### src/rtl/iob2axi_burst_if.sv
// rtl/iob2axi_burst_if.sv - descriptor, native stream and AXI4 master signals of the burst bridge
// master is the bridge's view; slave is the view of the surrounding system.
interface iob2axi_burst_if #(
   parameter int ADDR_W   = 32,
   parameter int DATA_W   = 32,
   parameter int LEN_W    = 16,
   parameter int AXI_ID_W = 1
);
   logic                  start;
   logic                  dir;
   logic [ADDR_W-1:0]     addr;
   logic [LEN_W-1:0]      len;
   logic                  busy;
   logic                  done;
   logic                  error;

   logic [DATA_W-1:0]     s_wdata;
   logic                  s_wvalid;
   logic                  s_wready;
   logic [DATA_W-1:0]     s_rdata;
   logic                  s_rvalid;
   logic                  s_rready;

   logic [AXI_ID_W-1:0]   m_axi_awid;
   logic [ADDR_W-1:0]     m_axi_awaddr;
   logic [7:0]            m_axi_awlen;
   logic [2:0]            m_axi_awsize;
   logic [1:0]            m_axi_awburst;
   logic                  m_axi_awlock;
   logic [3:0]            m_axi_awcache;
   logic [2:0]            m_axi_awprot;
   logic [3:0]            m_axi_awqos;
   logic                  m_axi_awvalid;
   logic                  m_axi_awready;

   logic [DATA_W-1:0]     m_axi_wdata;
   logic [DATA_W/8-1:0]   m_axi_wstrb;
   logic                  m_axi_wlast;
   logic                  m_axi_wvalid;
   logic                  m_axi_wready;

   logic [1:0]            m_axi_bresp;
   logic                  m_axi_bvalid;
   logic                  m_axi_bready;

   logic [AXI_ID_W-1:0]   m_axi_arid;
   logic [ADDR_W-1:0]     m_axi_araddr;
   logic [7:0]            m_axi_arlen;
   logic [2:0]            m_axi_arsize;
   logic [1:0]            m_axi_arburst;
   logic                  m_axi_arlock;
   logic [3:0]            m_axi_arcache;
   logic [2:0]            m_axi_arprot;
   logic [3:0]            m_axi_arqos;
   logic                  m_axi_arvalid;
   logic                  m_axi_arready;

   logic [DATA_W-1:0]     m_axi_rdata;
   logic [1:0]            m_axi_rresp;
   logic                  m_axi_rlast;
   logic                  m_axi_rvalid;
   logic                  m_axi_rready;

   modport master (
      input  start, dir, addr, len,
      output busy, done, error,
      input  s_wdata, s_wvalid, s_rready,
      output s_wready, s_rdata, s_rvalid,
      output m_axi_awid, m_axi_awaddr, m_axi_awlen, m_axi_awsize, m_axi_awburst,
             m_axi_awlock, m_axi_awcache, m_axi_awprot, m_axi_awqos, m_axi_awvalid,
      input  m_axi_awready,
      output m_axi_wdata, m_axi_wstrb, m_axi_wlast, m_axi_wvalid,
      input  m_axi_wready,
      input  m_axi_bresp, m_axi_bvalid,
      output m_axi_bready,
      output m_axi_arid, m_axi_araddr, m_axi_arlen, m_axi_arsize, m_axi_arburst,
             m_axi_arlock, m_axi_arcache, m_axi_arprot, m_axi_arqos, m_axi_arvalid,
      input  m_axi_arready,
      input  m_axi_rdata, m_axi_rresp, m_axi_rlast, m_axi_rvalid,
      output m_axi_rready
   );

   modport slave (
      output start, dir, addr, len,
      input  busy, done, error,
      output s_wdata, s_wvalid, s_rready,
      input  s_wready, s_rdata, s_rvalid,
      input  m_axi_awid, m_axi_awaddr, m_axi_awlen, m_axi_awsize, m_axi_awburst,
             m_axi_awlock, m_axi_awcache, m_axi_awprot, m_axi_awqos, m_axi_awvalid,
      output m_axi_awready,
      input  m_axi_wdata, m_axi_wstrb, m_axi_wlast, m_axi_wvalid,
      output m_axi_wready,
      output m_axi_bresp, m_axi_bvalid,
      input  m_axi_bready,
      input  m_axi_arid, m_axi_araddr, m_axi_arlen, m_axi_arsize, m_axi_arburst,
             m_axi_arlock, m_axi_arcache, m_axi_arprot, m_axi_arqos, m_axi_arvalid,
      output m_axi_arready,
      output m_axi_rdata, m_axi_rresp, m_axi_rlast, m_axi_rvalid,
      input  m_axi_rready
   );
endinterface

### src/rtl/iob2axi_burst.sv
// rtl/iob2axi_burst.sv - native descriptor/stream to AXI4 INCR burst master bridge
// One burst outstanding at a time; bursts are capped at MAX_BURST beats and never cross 4 KB.
module iob2axi_burst #(
   parameter int ADDR_W    = 32,
   parameter int DATA_W    = 32,
   parameter int LEN_W     = 16,
   parameter int MAX_BURST = 16,
   parameter int AXI_ID_W  = 1,
   parameter int AXI_ID    = 0
) (
   input  logic              clk,
   input  logic              rst,
   iob2axi_burst_if.master   bus
);
   localparam int SIZE = $clog2(DATA_W/8);

   typedef enum logic [2:0] {IDLE, ADDR, WDATA, WRESP, RDATA} state_t;
   state_t state, state_nxt;

   logic [ADDR_W-1:0] cur_addr;
   logic [LEN_W-1:0]  remaining;
   logic [8:0]        burst_beats;
   logic [8:0]        beat_cnt;
   logic              is_write, busy_r, done_r, error_r;

   logic              misaligned, start_ok, last_beat;
   logic              w_hs, r_hs, b_hs, rd_end, burst_end;
   logic [ADDR_W-1:0] addr_adv;
   logic [LEN_W-1:0]  rem_adv;

   function automatic logic [8:0] calc_beats(input logic [11:0] off, input logic [LEN_W-1:0] rem);
      logic [31:0] b, page_words;
      b          = 32'(rem);
      page_words = 32'((13'd4096 - {1'b0, off}) >> SIZE);
      if (page_words < b) b = page_words;
      if (32'(MAX_BURST) < b) b = 32'(MAX_BURST);
      return b[8:0];
   endfunction

   assign misaligned = |bus.addr[SIZE-1:0];
   assign start_ok   = (state == IDLE) && bus.start && !misaligned && (bus.len != '0);
   assign last_beat  = (beat_cnt == 9'd1);
   assign w_hs       = (state == WDATA) && bus.s_wvalid && bus.m_axi_wready;
   assign r_hs       = (state == RDATA) && bus.m_axi_rvalid && bus.s_rready;
   assign b_hs       = (state == WRESP) && bus.m_axi_bvalid;
   // A read burst closes on rlast or on the beat we expected to be last, whichever comes first.
   assign rd_end     = r_hs && (bus.m_axi_rlast || last_beat);
   assign burst_end  = b_hs || rd_end;
   assign addr_adv   = cur_addr + (ADDR_W'(burst_beats) << SIZE);
   assign rem_adv    = remaining - LEN_W'(burst_beats);

   always_ff @(posedge clk or negedge rst) begin
      if (!rst) state <= IDLE;
      else      state <= state_nxt;
   end

   always_comb begin
      state_nxt = state;
      case (state)
         IDLE:  if (start_ok) state_nxt = ADDR;
         ADDR:  if (is_write ? bus.m_axi_awready : bus.m_axi_arready)
                   state_nxt = is_write ? WDATA : RDATA;
         WDATA: if (w_hs && last_beat) state_nxt = WRESP;
         WRESP: if (b_hs) state_nxt = (rem_adv == '0) ? IDLE : ADDR;
         RDATA: if (rd_end) state_nxt = (rem_adv == '0) ? IDLE : ADDR;
         default: state_nxt = IDLE;
      endcase
   end

   always_comb begin
      bus.m_axi_awvalid = 1'b0;
      bus.m_axi_arvalid = 1'b0;
      bus.m_axi_wvalid  = 1'b0;
      bus.m_axi_wlast   = 1'b0;
      bus.s_wready      = 1'b0;
      bus.m_axi_bready  = 1'b0;
      bus.m_axi_rready  = 1'b0;
      bus.s_rvalid      = 1'b0;
      case (state)
         ADDR: begin
            bus.m_axi_awvalid = is_write;
            bus.m_axi_arvalid = !is_write;
         end
         WDATA: begin
            bus.m_axi_wvalid = bus.s_wvalid;
            bus.s_wready     = bus.m_axi_wready;
            bus.m_axi_wlast  = last_beat;
         end
         WRESP: bus.m_axi_bready = 1'b1;
         RDATA: begin
            bus.m_axi_rready = bus.s_rready;
            bus.s_rvalid     = bus.m_axi_rvalid;
         end
         default: ;
      endcase
   end

   always_ff @(posedge clk or negedge rst) begin
      if (!rst) begin
         cur_addr    <= '0;
         remaining   <= '0;
         burst_beats <= '0;
         beat_cnt    <= '0;
         is_write    <= 1'b0;
         busy_r      <= 1'b0;
         done_r      <= 1'b0;
         error_r     <= 1'b0;
      end else begin
         done_r <= 1'b0;
         if (state == IDLE && bus.start) begin
            is_write    <= bus.dir;
            cur_addr    <= bus.addr;
            remaining   <= bus.len;
            error_r     <= misaligned;
            burst_beats <= calc_beats(bus.addr[11:0], bus.len);
            beat_cnt    <= calc_beats(bus.addr[11:0], bus.len);
            if (misaligned || bus.len == '0) done_r <= 1'b1;
            else                             busy_r <= 1'b1;
         end
         if (w_hs || r_hs) beat_cnt <= beat_cnt - 9'd1;
         if (b_hs && bus.m_axi_bresp != 2'b00) error_r <= 1'b1;
         if (r_hs && bus.m_axi_rresp != 2'b00) error_r <= 1'b1;
         if (rd_end && (bus.m_axi_rlast != last_beat)) error_r <= 1'b1;
         if (burst_end) begin
            cur_addr    <= addr_adv;
            remaining   <= rem_adv;
            burst_beats <= calc_beats(addr_adv[11:0], rem_adv);
            beat_cnt    <= calc_beats(addr_adv[11:0], rem_adv);
            if (rem_adv == '0) begin
               busy_r <= 1'b0;
               done_r <= 1'b1;
            end
         end
      end
   end

   assign bus.busy          = busy_r;
   assign bus.done          = done_r;
   assign bus.error         = error_r;
   assign bus.s_rdata       = bus.m_axi_rdata;
   assign bus.m_axi_wdata   = bus.s_wdata;
   assign bus.m_axi_wstrb   = '1;

   assign bus.m_axi_awid    = AXI_ID_W'(AXI_ID);
   assign bus.m_axi_awaddr  = cur_addr;
   assign bus.m_axi_awlen   = 8'(burst_beats - 9'd1);
   assign bus.m_axi_awsize  = 3'(SIZE);
   assign bus.m_axi_awburst = 2'b01;
   assign bus.m_axi_awlock  = 1'b0;
   assign bus.m_axi_awcache = 4'b0011;
   assign bus.m_axi_awprot  = 3'b000;
   assign bus.m_axi_awqos   = 4'b0000;

   assign bus.m_axi_arid    = AXI_ID_W'(AXI_ID);
   assign bus.m_axi_araddr  = cur_addr;
   assign bus.m_axi_arlen   = 8'(burst_beats - 9'd1);
   assign bus.m_axi_arsize  = 3'(SIZE);
   assign bus.m_axi_arburst = 2'b01;
   assign bus.m_axi_arlock  = 1'b0;
   assign bus.m_axi_arcache = 4'b0011;
   assign bus.m_axi_arprot  = 3'b000;
   assign bus.m_axi_arqos   = 4'b0000;
endmodule

### src/flat_wrapper.sv
// flat-port wrapper written by rule: the top's interface ports become plain ports
module iob2axi_burst_flat 
#(
   parameter int ADDR_W    = 32,
   parameter int DATA_W    = 32,
   parameter int LEN_W     = 16,
   parameter int MAX_BURST = 16,
   parameter int AXI_ID_W  = 1,
   parameter int AXI_ID    = 0
)
  (clk, rst, bus_start, bus_dir, bus_addr, bus_len, bus_busy, bus_done, bus_error, bus_s_wdata, bus_s_wvalid, bus_s_rready, bus_s_wready, bus_s_rdata, bus_s_rvalid, bus_m_axi_awid, bus_m_axi_awaddr, bus_m_axi_awlen, bus_m_axi_awsize, bus_m_axi_awburst, bus_m_axi_awlock, bus_m_axi_awcache, bus_m_axi_awprot, bus_m_axi_awqos, bus_m_axi_awvalid, bus_m_axi_awready, bus_m_axi_wdata, bus_m_axi_wstrb, bus_m_axi_wlast, bus_m_axi_wvalid, bus_m_axi_wready, bus_m_axi_bresp, bus_m_axi_bvalid, bus_m_axi_bready, bus_m_axi_arid, bus_m_axi_araddr, bus_m_axi_arlen, bus_m_axi_arsize, bus_m_axi_arburst, bus_m_axi_arlock, bus_m_axi_arcache, bus_m_axi_arprot, bus_m_axi_arqos, bus_m_axi_arvalid, bus_m_axi_arready, bus_m_axi_rdata, bus_m_axi_rresp, bus_m_axi_rlast, bus_m_axi_rvalid, bus_m_axi_rready);
  iob2axi_burst_if #(.ADDR_W(ADDR_W), .DATA_W(DATA_W), .LEN_W(LEN_W), .AXI_ID_W(AXI_ID_W)) bus_i ();
  input  logic clk;
  input  logic rst;
  input wire logic [$bits(bus_i.start)-1:0] bus_start;
  input wire logic [$bits(bus_i.dir)-1:0] bus_dir;
  input wire logic [$bits(bus_i.addr)-1:0] bus_addr;
  input wire logic [$bits(bus_i.len)-1:0] bus_len;
  output wire logic [$bits(bus_i.busy)-1:0] bus_busy;
  output wire logic [$bits(bus_i.done)-1:0] bus_done;
  output wire logic [$bits(bus_i.error)-1:0] bus_error;
  input wire logic [$bits(bus_i.s_wdata)-1:0] bus_s_wdata;
  input wire logic [$bits(bus_i.s_wvalid)-1:0] bus_s_wvalid;
  input wire logic [$bits(bus_i.s_rready)-1:0] bus_s_rready;
  output wire logic [$bits(bus_i.s_wready)-1:0] bus_s_wready;
  output wire logic [$bits(bus_i.s_rdata)-1:0] bus_s_rdata;
  output wire logic [$bits(bus_i.s_rvalid)-1:0] bus_s_rvalid;
  output wire logic [$bits(bus_i.m_axi_awid)-1:0] bus_m_axi_awid;
  output wire logic [$bits(bus_i.m_axi_awaddr)-1:0] bus_m_axi_awaddr;
  output wire logic [$bits(bus_i.m_axi_awlen)-1:0] bus_m_axi_awlen;
  output wire logic [$bits(bus_i.m_axi_awsize)-1:0] bus_m_axi_awsize;
  output wire logic [$bits(bus_i.m_axi_awburst)-1:0] bus_m_axi_awburst;
  output wire logic [$bits(bus_i.m_axi_awlock)-1:0] bus_m_axi_awlock;
  output wire logic [$bits(bus_i.m_axi_awcache)-1:0] bus_m_axi_awcache;
  output wire logic [$bits(bus_i.m_axi_awprot)-1:0] bus_m_axi_awprot;
  output wire logic [$bits(bus_i.m_axi_awqos)-1:0] bus_m_axi_awqos;
  output wire logic [$bits(bus_i.m_axi_awvalid)-1:0] bus_m_axi_awvalid;
  input wire logic [$bits(bus_i.m_axi_awready)-1:0] bus_m_axi_awready;
  output wire logic [$bits(bus_i.m_axi_wdata)-1:0] bus_m_axi_wdata;
  output wire logic [$bits(bus_i.m_axi_wstrb)-1:0] bus_m_axi_wstrb;
  output wire logic [$bits(bus_i.m_axi_wlast)-1:0] bus_m_axi_wlast;
  output wire logic [$bits(bus_i.m_axi_wvalid)-1:0] bus_m_axi_wvalid;
  input wire logic [$bits(bus_i.m_axi_wready)-1:0] bus_m_axi_wready;
  input wire logic [$bits(bus_i.m_axi_bresp)-1:0] bus_m_axi_bresp;
  input wire logic [$bits(bus_i.m_axi_bvalid)-1:0] bus_m_axi_bvalid;
  output wire logic [$bits(bus_i.m_axi_bready)-1:0] bus_m_axi_bready;
  output wire logic [$bits(bus_i.m_axi_arid)-1:0] bus_m_axi_arid;
  output wire logic [$bits(bus_i.m_axi_araddr)-1:0] bus_m_axi_araddr;
  output wire logic [$bits(bus_i.m_axi_arlen)-1:0] bus_m_axi_arlen;
  output wire logic [$bits(bus_i.m_axi_arsize)-1:0] bus_m_axi_arsize;
  output wire logic [$bits(bus_i.m_axi_arburst)-1:0] bus_m_axi_arburst;
  output wire logic [$bits(bus_i.m_axi_arlock)-1:0] bus_m_axi_arlock;
  output wire logic [$bits(bus_i.m_axi_arcache)-1:0] bus_m_axi_arcache;
  output wire logic [$bits(bus_i.m_axi_arprot)-1:0] bus_m_axi_arprot;
  output wire logic [$bits(bus_i.m_axi_arqos)-1:0] bus_m_axi_arqos;
  output wire logic [$bits(bus_i.m_axi_arvalid)-1:0] bus_m_axi_arvalid;
  input wire logic [$bits(bus_i.m_axi_arready)-1:0] bus_m_axi_arready;
  input wire logic [$bits(bus_i.m_axi_rdata)-1:0] bus_m_axi_rdata;
  input wire logic [$bits(bus_i.m_axi_rresp)-1:0] bus_m_axi_rresp;
  input wire logic [$bits(bus_i.m_axi_rlast)-1:0] bus_m_axi_rlast;
  input wire logic [$bits(bus_i.m_axi_rvalid)-1:0] bus_m_axi_rvalid;
  output wire logic [$bits(bus_i.m_axi_rready)-1:0] bus_m_axi_rready;
  assign bus_i.start = bus_start;
  assign bus_i.dir = bus_dir;
  assign bus_i.addr = bus_addr;
  assign bus_i.len = bus_len;
  assign bus_busy = bus_i.busy;
  assign bus_done = bus_i.done;
  assign bus_error = bus_i.error;
  assign bus_i.s_wdata = bus_s_wdata;
  assign bus_i.s_wvalid = bus_s_wvalid;
  assign bus_i.s_rready = bus_s_rready;
  assign bus_s_wready = bus_i.s_wready;
  assign bus_s_rdata = bus_i.s_rdata;
  assign bus_s_rvalid = bus_i.s_rvalid;
  assign bus_m_axi_awid = bus_i.m_axi_awid;
  assign bus_m_axi_awaddr = bus_i.m_axi_awaddr;
  assign bus_m_axi_awlen = bus_i.m_axi_awlen;
  assign bus_m_axi_awsize = bus_i.m_axi_awsize;
  assign bus_m_axi_awburst = bus_i.m_axi_awburst;
  assign bus_m_axi_awlock = bus_i.m_axi_awlock;
  assign bus_m_axi_awcache = bus_i.m_axi_awcache;
  assign bus_m_axi_awprot = bus_i.m_axi_awprot;
  assign bus_m_axi_awqos = bus_i.m_axi_awqos;
  assign bus_m_axi_awvalid = bus_i.m_axi_awvalid;
  assign bus_i.m_axi_awready = bus_m_axi_awready;
  assign bus_m_axi_wdata = bus_i.m_axi_wdata;
  assign bus_m_axi_wstrb = bus_i.m_axi_wstrb;
  assign bus_m_axi_wlast = bus_i.m_axi_wlast;
  assign bus_m_axi_wvalid = bus_i.m_axi_wvalid;
  assign bus_i.m_axi_wready = bus_m_axi_wready;
  assign bus_i.m_axi_bresp = bus_m_axi_bresp;
  assign bus_i.m_axi_bvalid = bus_m_axi_bvalid;
  assign bus_m_axi_bready = bus_i.m_axi_bready;
  assign bus_m_axi_arid = bus_i.m_axi_arid;
  assign bus_m_axi_araddr = bus_i.m_axi_araddr;
  assign bus_m_axi_arlen = bus_i.m_axi_arlen;
  assign bus_m_axi_arsize = bus_i.m_axi_arsize;
  assign bus_m_axi_arburst = bus_i.m_axi_arburst;
  assign bus_m_axi_arlock = bus_i.m_axi_arlock;
  assign bus_m_axi_arcache = bus_i.m_axi_arcache;
  assign bus_m_axi_arprot = bus_i.m_axi_arprot;
  assign bus_m_axi_arqos = bus_i.m_axi_arqos;
  assign bus_m_axi_arvalid = bus_i.m_axi_arvalid;
  assign bus_i.m_axi_arready = bus_m_axi_arready;
  assign bus_i.m_axi_rdata = bus_m_axi_rdata;
  assign bus_i.m_axi_rresp = bus_m_axi_rresp;
  assign bus_i.m_axi_rlast = bus_m_axi_rlast;
  assign bus_i.m_axi_rvalid = bus_m_axi_rvalid;
  assign bus_m_axi_rready = bus_i.m_axi_rready;
  iob2axi_burst #(.ADDR_W(ADDR_W), .DATA_W(DATA_W), .LEN_W(LEN_W), .MAX_BURST(MAX_BURST), .AXI_ID_W(AXI_ID_W), .AXI_ID(AXI_ID)) u_core (.clk(clk), .rst(rst), .bus(bus_i));
endmodule
### config.mk
export PLATFORM = sky130hd
export DESIGN_NAME = iob2axi_burst_flat
export DESIGN_NICKNAME = d
export VERILOG_FILES = /design/src/rtl/iob2axi_burst_if.sv /design/src/rtl/iob2axi_burst.sv /design/src/flat_wrapper.sv
export SDC_FILE = /design/constraint.sdc
export NUM_CORES = 1
export LEC_CHECK = 0
export CORE_MARGIN = 2
export CORE_UTILIZATION = 40
export DETAILED_ROUTE_END_ITERATION = 12
export PLACE_DENSITY_LB_ADDON = 0.12
export SYNTH_ARGS = -nofsm -noshare
export SYNTH_HDL_FRONTEND = slang
export SYNTH_SLANG_ARGS = --single-unit
### constraint.sdc
create_clock -name clk -period 12.25 [get_ports clk]
set_input_delay 3.0625 -clock clk [delete_from_list [all_inputs] [get_ports clk]]
set_output_delay 3.0625 -clock clk [all_outputs]
set_load 0.02 [all_outputs]
Word-level counts from Yosys, hierarchy flattened
Cells that the tools add are included.
- register bits: 73
- bits in latches: 0
- RAM bits: 0
- bits in read-only memories: 0
- input bits: 128
- output and inout bits: 195
- word-level logic and storage cells: 103
- memories: 0
- add/sub/neg operators: 6
- multiply operators: 0
- div/mod/pow operators: 0
- order comparisons: 4
- equal/unequal tests: 11
- shift operators: 0
- mux-type cells: 43
- bitwise logic cells: 0
- reduce and logical (&&, ||, !) cells: 30
- operators with widths (kind ; number):
    $mux W32 ; 4
    $lt A5 B32 Y1 const A ; 2
    $lt A30 B16 Y1 ; 2
    $mux W30 ; 2
    $mux W9 ; 6
    $add A32 B11 Y32 ; 1
    $logic_not A16 Y1 ; 2
    $mux W16 ; 2
    $sub A13 B12 Y14 const A ; 2
    $mux W1 ; 22
    $mux W3 ; 6
    $reduce_bool A16 Y1 ; 1
    $sub A16 B9 Y16 ; 1
    $pmux W3 S5 ; 1
    $logic_and A1 B1 Y1 ; 13
    $eq A9 B1 Y1 const B ; 1
    $sub A9 B1 Y9 const B ; 1
    $ne A2 B1 Y1 const B ; 4
    $sub A8 B1 Y8 const B ; 1
    $eq A3 B2 Y1 const B ; 2
    $reduce_bool A2 Y1 ; 3
    $reduce_and A5 Y1 ; 1
    $logic_or A1 B1 Y1 ; 4
    $reduce_bool A4 Y1 ; 1
    8 further kinds ; 9

Depth between registers and ports, before layout
- word-level depth: 9
- gate-level depth with buffers: 19
- gate-level depth less buffers: 19

Worst setup path after synthesis
OpenSTA, ideal clock, no wires.
- path type: input to register
- start: in bus_addr[0]
- end: reg u_core.burst_beats[1]
- data arrival time: 6.543 ns
- data required time: 12.163 ns
- path slack: 5.620 ns
- stages: 18
- cells stage by stage: or3_1 > clkbuf_1 > nor4_1 > nor2b_1 > nand2b_1 > or2_2 > xor2_1 > ha_1 > a211o_1 > a21oi_1 > o211ai_1 > a31oi_1 > nor2b_1 > clkbuf_1 > o22a_1 > o21ai_0 > nand2_1 > a22oi_1
- cells in the longest elaborated chain, start to end: 8
- ends and longest elaborated chain (element ; RTL line ; RTL):
    from (decl) ; flat_wrapper.sv:17 ; input wire logic [$bits(bus_i.addr)-1:0] bus_addr;
    $sub A13 B12 Y14 (*) ; iob2axi_burst.sv:34 ; page_words = 32'((13'd4096 - {1'b0, off}) >> SIZE);
    $lt A30 B16 Y1 ; iob2axi_burst.sv:35 ; if (page_words < b) b = page_words;
    $mux W30 (*) ; iob2axi_burst.sv:35 ;
    $mux W32 (*) ; iob2axi_burst.sv:110 ; if (state == IDLE && bus.start) begin
    $lt A5 B32 Y1 ; iob2axi_burst.sv:36 ; if (32'(MAX_BURST) < b) b = 32'(MAX_BURST);
    $mux W9 (*) ; iob2axi_burst.sv:36 ;
    $mux W9 (*) ; iob2axi_burst.sv:110 ;
    $mux W9 (*) ; iob2axi_burst.sv:124 ; if (burst_end) begin
    to (signal assigned) ; iob2axi_burst.sv:115 ; burst_beats <= calc_beats(bus.addr[11:0], bus.len);
    to (signal assigned) ; iob2axi_burst.sv:127 ; burst_beats <= calc_beats(addr_adv[11:0], rem_adv);
    to (decl) ; iob2axi_burst.sv:22 ; logic [8:0] burst_beats;
Mark *: on every way between the ends. The rest lies on a longest branch, timed or not. The select of a mux whose other input is x is not followed.
A chain may end at the register's enable or synchronous reset.

Worst setup path in the final report
- start: in bus_m_axi_wready
- end: out bus_s_wready
- cells in the longest elaborated chain, start to end: 1
- ends and longest elaborated chain (element ; RTL line ; RTL):
    from (decl) ; flat_wrapper.sv:43 ; input wire logic [$bits(bus_i.m_axi_wready)-1:0] bus_m_axi_wready;
    $mux W1 ; iob2axi_burst.sv:79 ; case (state)
    to (decl) ; flat_wrapper.sv:25 ; output wire logic [$bits(bus_i.s_wready)-1:0] bus_s_wready;
Every way passes these cells.

==> summary.md <==
| Metric | Value |
|---|---|
| Wire length on met3 | `1330 um` |
| Final hold violation count | `0` |
| Area of the core | `0.0178 sq mm` |
| Yosys top cell area share | `25.3%` |
| Horizontal die dimension | `138 um` |
| Slowest cell on crit path | `sky130_fd_sc_hd__clkdlybuf4s50_1` |
| Final HPWL DP | `15,800 um` |
| Die area | `0.0191 sq mm` |
| Clk slew on worst S/H paths | `60 ps` |
| Routed via count | `6,440` |
| Overall power after layout | `2.47 mW` |
| Die extent in y | `about 140 um` |
| Ys flop type | `sky130_fd_sc_hd__dfrtp_1` |
| Cell occurring most often along the worst timing path | `sky130_fd_sc_hd__clkdlybuf4s50_1` |
| Setup violations, final | `0` |
| Number of CTS-inserted buffers | `9` |
| # fillers | `between 1,500 and 2,000` |
| Critical path capture point type | `primary output` |
| First-pass iteration count of the detailed router | `5` |
| Top cells by instance count after synthesis | `sky130_fd_sc_hd__buf_4, sky130_fd_sc_hd__nand2_1, sky130_fd_sc_hd__dfrtp_1, sky130_fd_sc_hd__nor2_1, sky130_fd_sc_hd__o21ai_0` |
| TritonCTS clock tree | `built` |
| Top fanout value on the critical path | `3` |
| Final cycle utilization of the critical path | `60.1%` |
| Final layout net count | `1,099` |
| Req. time, crit path | `9190 ps` |
| Status | `completed` |
| Hold_buf cts | `0` |
| Average footprint of a synthesized cell | `slightly above 8 sq um` |
| Ports placed on the boundary | `323` |
| Critical path class | `input pin to primary output` |
| Via-per-instance ratio | `roughly 5.5` |
| Iteration-0 DRC Markers | `443` |
| Post CTS Setup Buffer Count | `0` |
| Combined area of all synthesized cells | `0.00722 sq mm` |
| Remaining number of nets flagged by the antenna check after routing | `0` |
| Pin count of the biggest net entering global routing | `74` |
| # rows | `49` |
| Initial antenna violation count | `0` |
| Startpoint Class | `input pin` |
| Vias in the first global route | `5,935` |
| Flop and latch count out of synthesis | `between 70 and 80` |
| Number of instances resized during post-cts repair | `0` |
| Final Max Tran Viols | `0` |
| Top layer reached by signal wires | `met4` |
| Setup total negative slack | `0 ps` |
| Root Driver | `sky130_fd_sc_hd__clkbuf_16` |
| Cell with the most instances after synthesis | `sky130_fd_sc_hd__buf_4` |
| Total routing resource utilization after global routing | `21.7%` |
| Clock latency of the later-clocked register in the worst-skew pair | `350 ps` |
| Area added between synthesis and finish | `15.8%` |
| Share of cells above drive strength 1 | `4.94%` |
| Kind of path behind the tightest hold check | `flop to flop` |
| Clock buffer depth | `2` |
| Count of maximum capacitance violations | `0` |
| Clock sinks | `73` |
| Cell chain of the critical path | `clkdlybuf4s50_1 -> and2_1 -> clkdlybuf4s50_1` |
| Wire length the detailed router placed on met1 | `10,000 um` |
| Pleak | `3.56 nW` |
| Synth async-reset ratio | `between 90% and 100%` |
| IO buf count | `154` |
| Fmax | `about 140 MHz` |
| WL final | `21,200 um` |
| Proportion of synthesized chip area in sequential cells | `25.3%` |
| DRC violation count after routing | `0` |
| Total overflow reported by the global router | `0` |
| Worst Max-Slew Pin Slew | `about 1000 ps` |
| IR drop worst, VDD | `0.000222 V` |
| Arrival time reported for the critical path endpoint | `roughly 4300 ps` |
| Minimum clock period after layout | `7370 ps` |
| Syn. warnings | `0` |
| Final worst hold slack | `491 ps` |
| Setup repair after global routing missed its margin | `no` |
| H-tree levels | `3` |
| Routed length per placed instance | `18.3 um` |
| Slew margin rel. | `32.2%` |
| Cell taking the most area after synthesis | `sky130_fd_sc_hd__dfrtp_1` |
| Setup clock skew after layout | `around 7.6 ps` |
| Number of antenna cells inserted | `0` |
| Delay of the slowest critical-path stage | `600 ps` |
| Power per cell area | `296 mW/mm^2` |
| Global-route wire length before repair | `33,700 um` |
| Number of enable flip-flop cells after synthesis | `0` |
| Met2 Routed Length | `9490 um` |
| Starting density of the core | `40.5%` |
| Final GP Congestion | `around 0.88` |
| Dominant cells by area after synthesis | `sky130_fd_sc_hd__dfrtp_1, sky130_fd_sc_hd__buf_4, sky130_fd_sc_hd__ha_1, sky130_fd_sc_hd__nand2_1, sky130_fd_sc_hd__o21ai_0` |
| Mapped Cells | `around 900` |
| Synth cell types | `between 70 and 80` |
==> where the power goes <==
part / switching [mW] / internal [mW] / total, mW
clock: 0.118 / 0.200 / 0.318
sequential: 0.150 / 0.341 / 0.491
combinational: 0.957 / 0.706 / 1.66
total: 1.23 / 1.25 / 2.47
==> cell type report <==
class | count | area [sq um] | share of cell area, %
multi-input cells | 654 | 4220 | 50.4
flip-flops and latches | 73 | 1830 | 21.9
repair buffers | 158 | 1570 | 18.8
well taps | 229 | 287 | 3.43
clock buffers | 10 | 229 | 2.74
inverters | 31 | 116 | 1.39
clock inverters | 6 | 115 | 1.38
==> worst max-delay path, delay by kind of cell <==
family / cells / cell delay, ps
simple gates: 1 / 140
buf+inv: 2 / 1100
==> metrics by stage <==
stage	instances	setup slack (ps)	utilization [%]	cell area (sq um)
6_report	1161	4880	46.9	8360
5_1_grt	1161	4800	46.9	8360
4_1_cts	1161	4870	46.9	8360
3_5_place_dp	1145	4790	44.9	8020
3_3_place_gp	1145	4860	44.9	8020
2_1_floorplan	933	5620	-	7360
==> worst paths after layout <==
check / startpoint / to / slack, ps / cells after the start
min in group asynchronous: rst / u_core.bus.m_axi_araddr[16]$_DFFE_PN0P_ / 2870 / 1
min reg2reg: u_core.remaining[2]$_DFFE_PN0P_ / u_core.remaining[2]$_DFFE_PN0P_ / 490 / 2
min: u_core.remaining[2]$_DFFE_PN0P_ / u_core.remaining[2]$_DFFE_PN0P_ / 490 / 2
max: bus_m_axi_wready / bus_s_wready / 4880 / 3
max in group asynchronous: rst / u_core.remaining[1]$_DFFE_PN0P_ / 8710 / 1
max reg2reg: u_core.burst_beats[0]$_DFFE_PN0P_ / u_core.beat_cnt[4]$_DFFE_PN0P_ / 7170 / 18
==> registers in the layout, summed over array words and instances (netlist names) <==
| signal | flops |
|---|---|
| u_core.is_write | 1 |
| u_core.bus.busy | 1 |
| u_core.bus.done | 1 |
| u_core.beat_cnt | 9 |
| u_core.burst_beats | 9 |
| u_core.bus.m_axi_araddr | 32 |
| u_core.state | 3 |
| u_core.bus.error | 1 |
| u_core.remaining | 16 |
==> kinds of logic (layout without fill, tap and decap cells) <==
| kind of cell | Yosys count | after routing | synth area share, % |
|---|---|---|---|
| AOI/OAI and AO/OA | 222 | 222 | 21.5 |
| xor gates and xnor gates | 35 | 35 | 4.25 |
| adders and majority gates | 44 | 44 | 7.83 |
| buffers and inverters | 206 | 205 | 18.4 |
| DFF | 73 | 73 | 25.3 |
| muxes | 8 | 8 | 1.32 |
| other | 2 | 40 | 0.104 |
| and+or+nand+nor | 305 | 305 | 21.3 |
==> cells in the final DEF (no fill, tap or decap), types with 15 or more instances in the layout <==
cell / instances
sky130_fd_sc_hd__clkdlybuf4s50_1: 153
sky130_fd_sc_hd__a31oi_1: 15
sky130_fd_sc_hd__nor2_1: 54
sky130_fd_sc_hd__nand3_1: 21
sky130_fd_sc_hd__a22oi_1: 19
sky130_fd_sc_hd__inv_1: 31
sky130_fd_sc_hd__xnor2_1: 16
sky130_fd_sc_hd__nor3_1: 22
sky130_fd_sc_hd__nand2_1: 97
sky130_fd_sc_hd__o21ai_0: 54
sky130_fd_sc_hd__conb_1: 40
sky130_fd_sc_hd__xor2_1: 19
sky130_fd_sc_hd__a21oi_1: 34
sky130_fd_sc_hd__dfrtp_1: 73
sky130_fd_sc_hd__ha_1: 42
==> layer usage <==
metal,vias up,global-route usage (%)
li1,3106,-
met1,3063,31.1
met2,238,34.3
met3,33,3.39
met4,0,5.69
met5,-,0
Power figures use the tool's default switching activity.
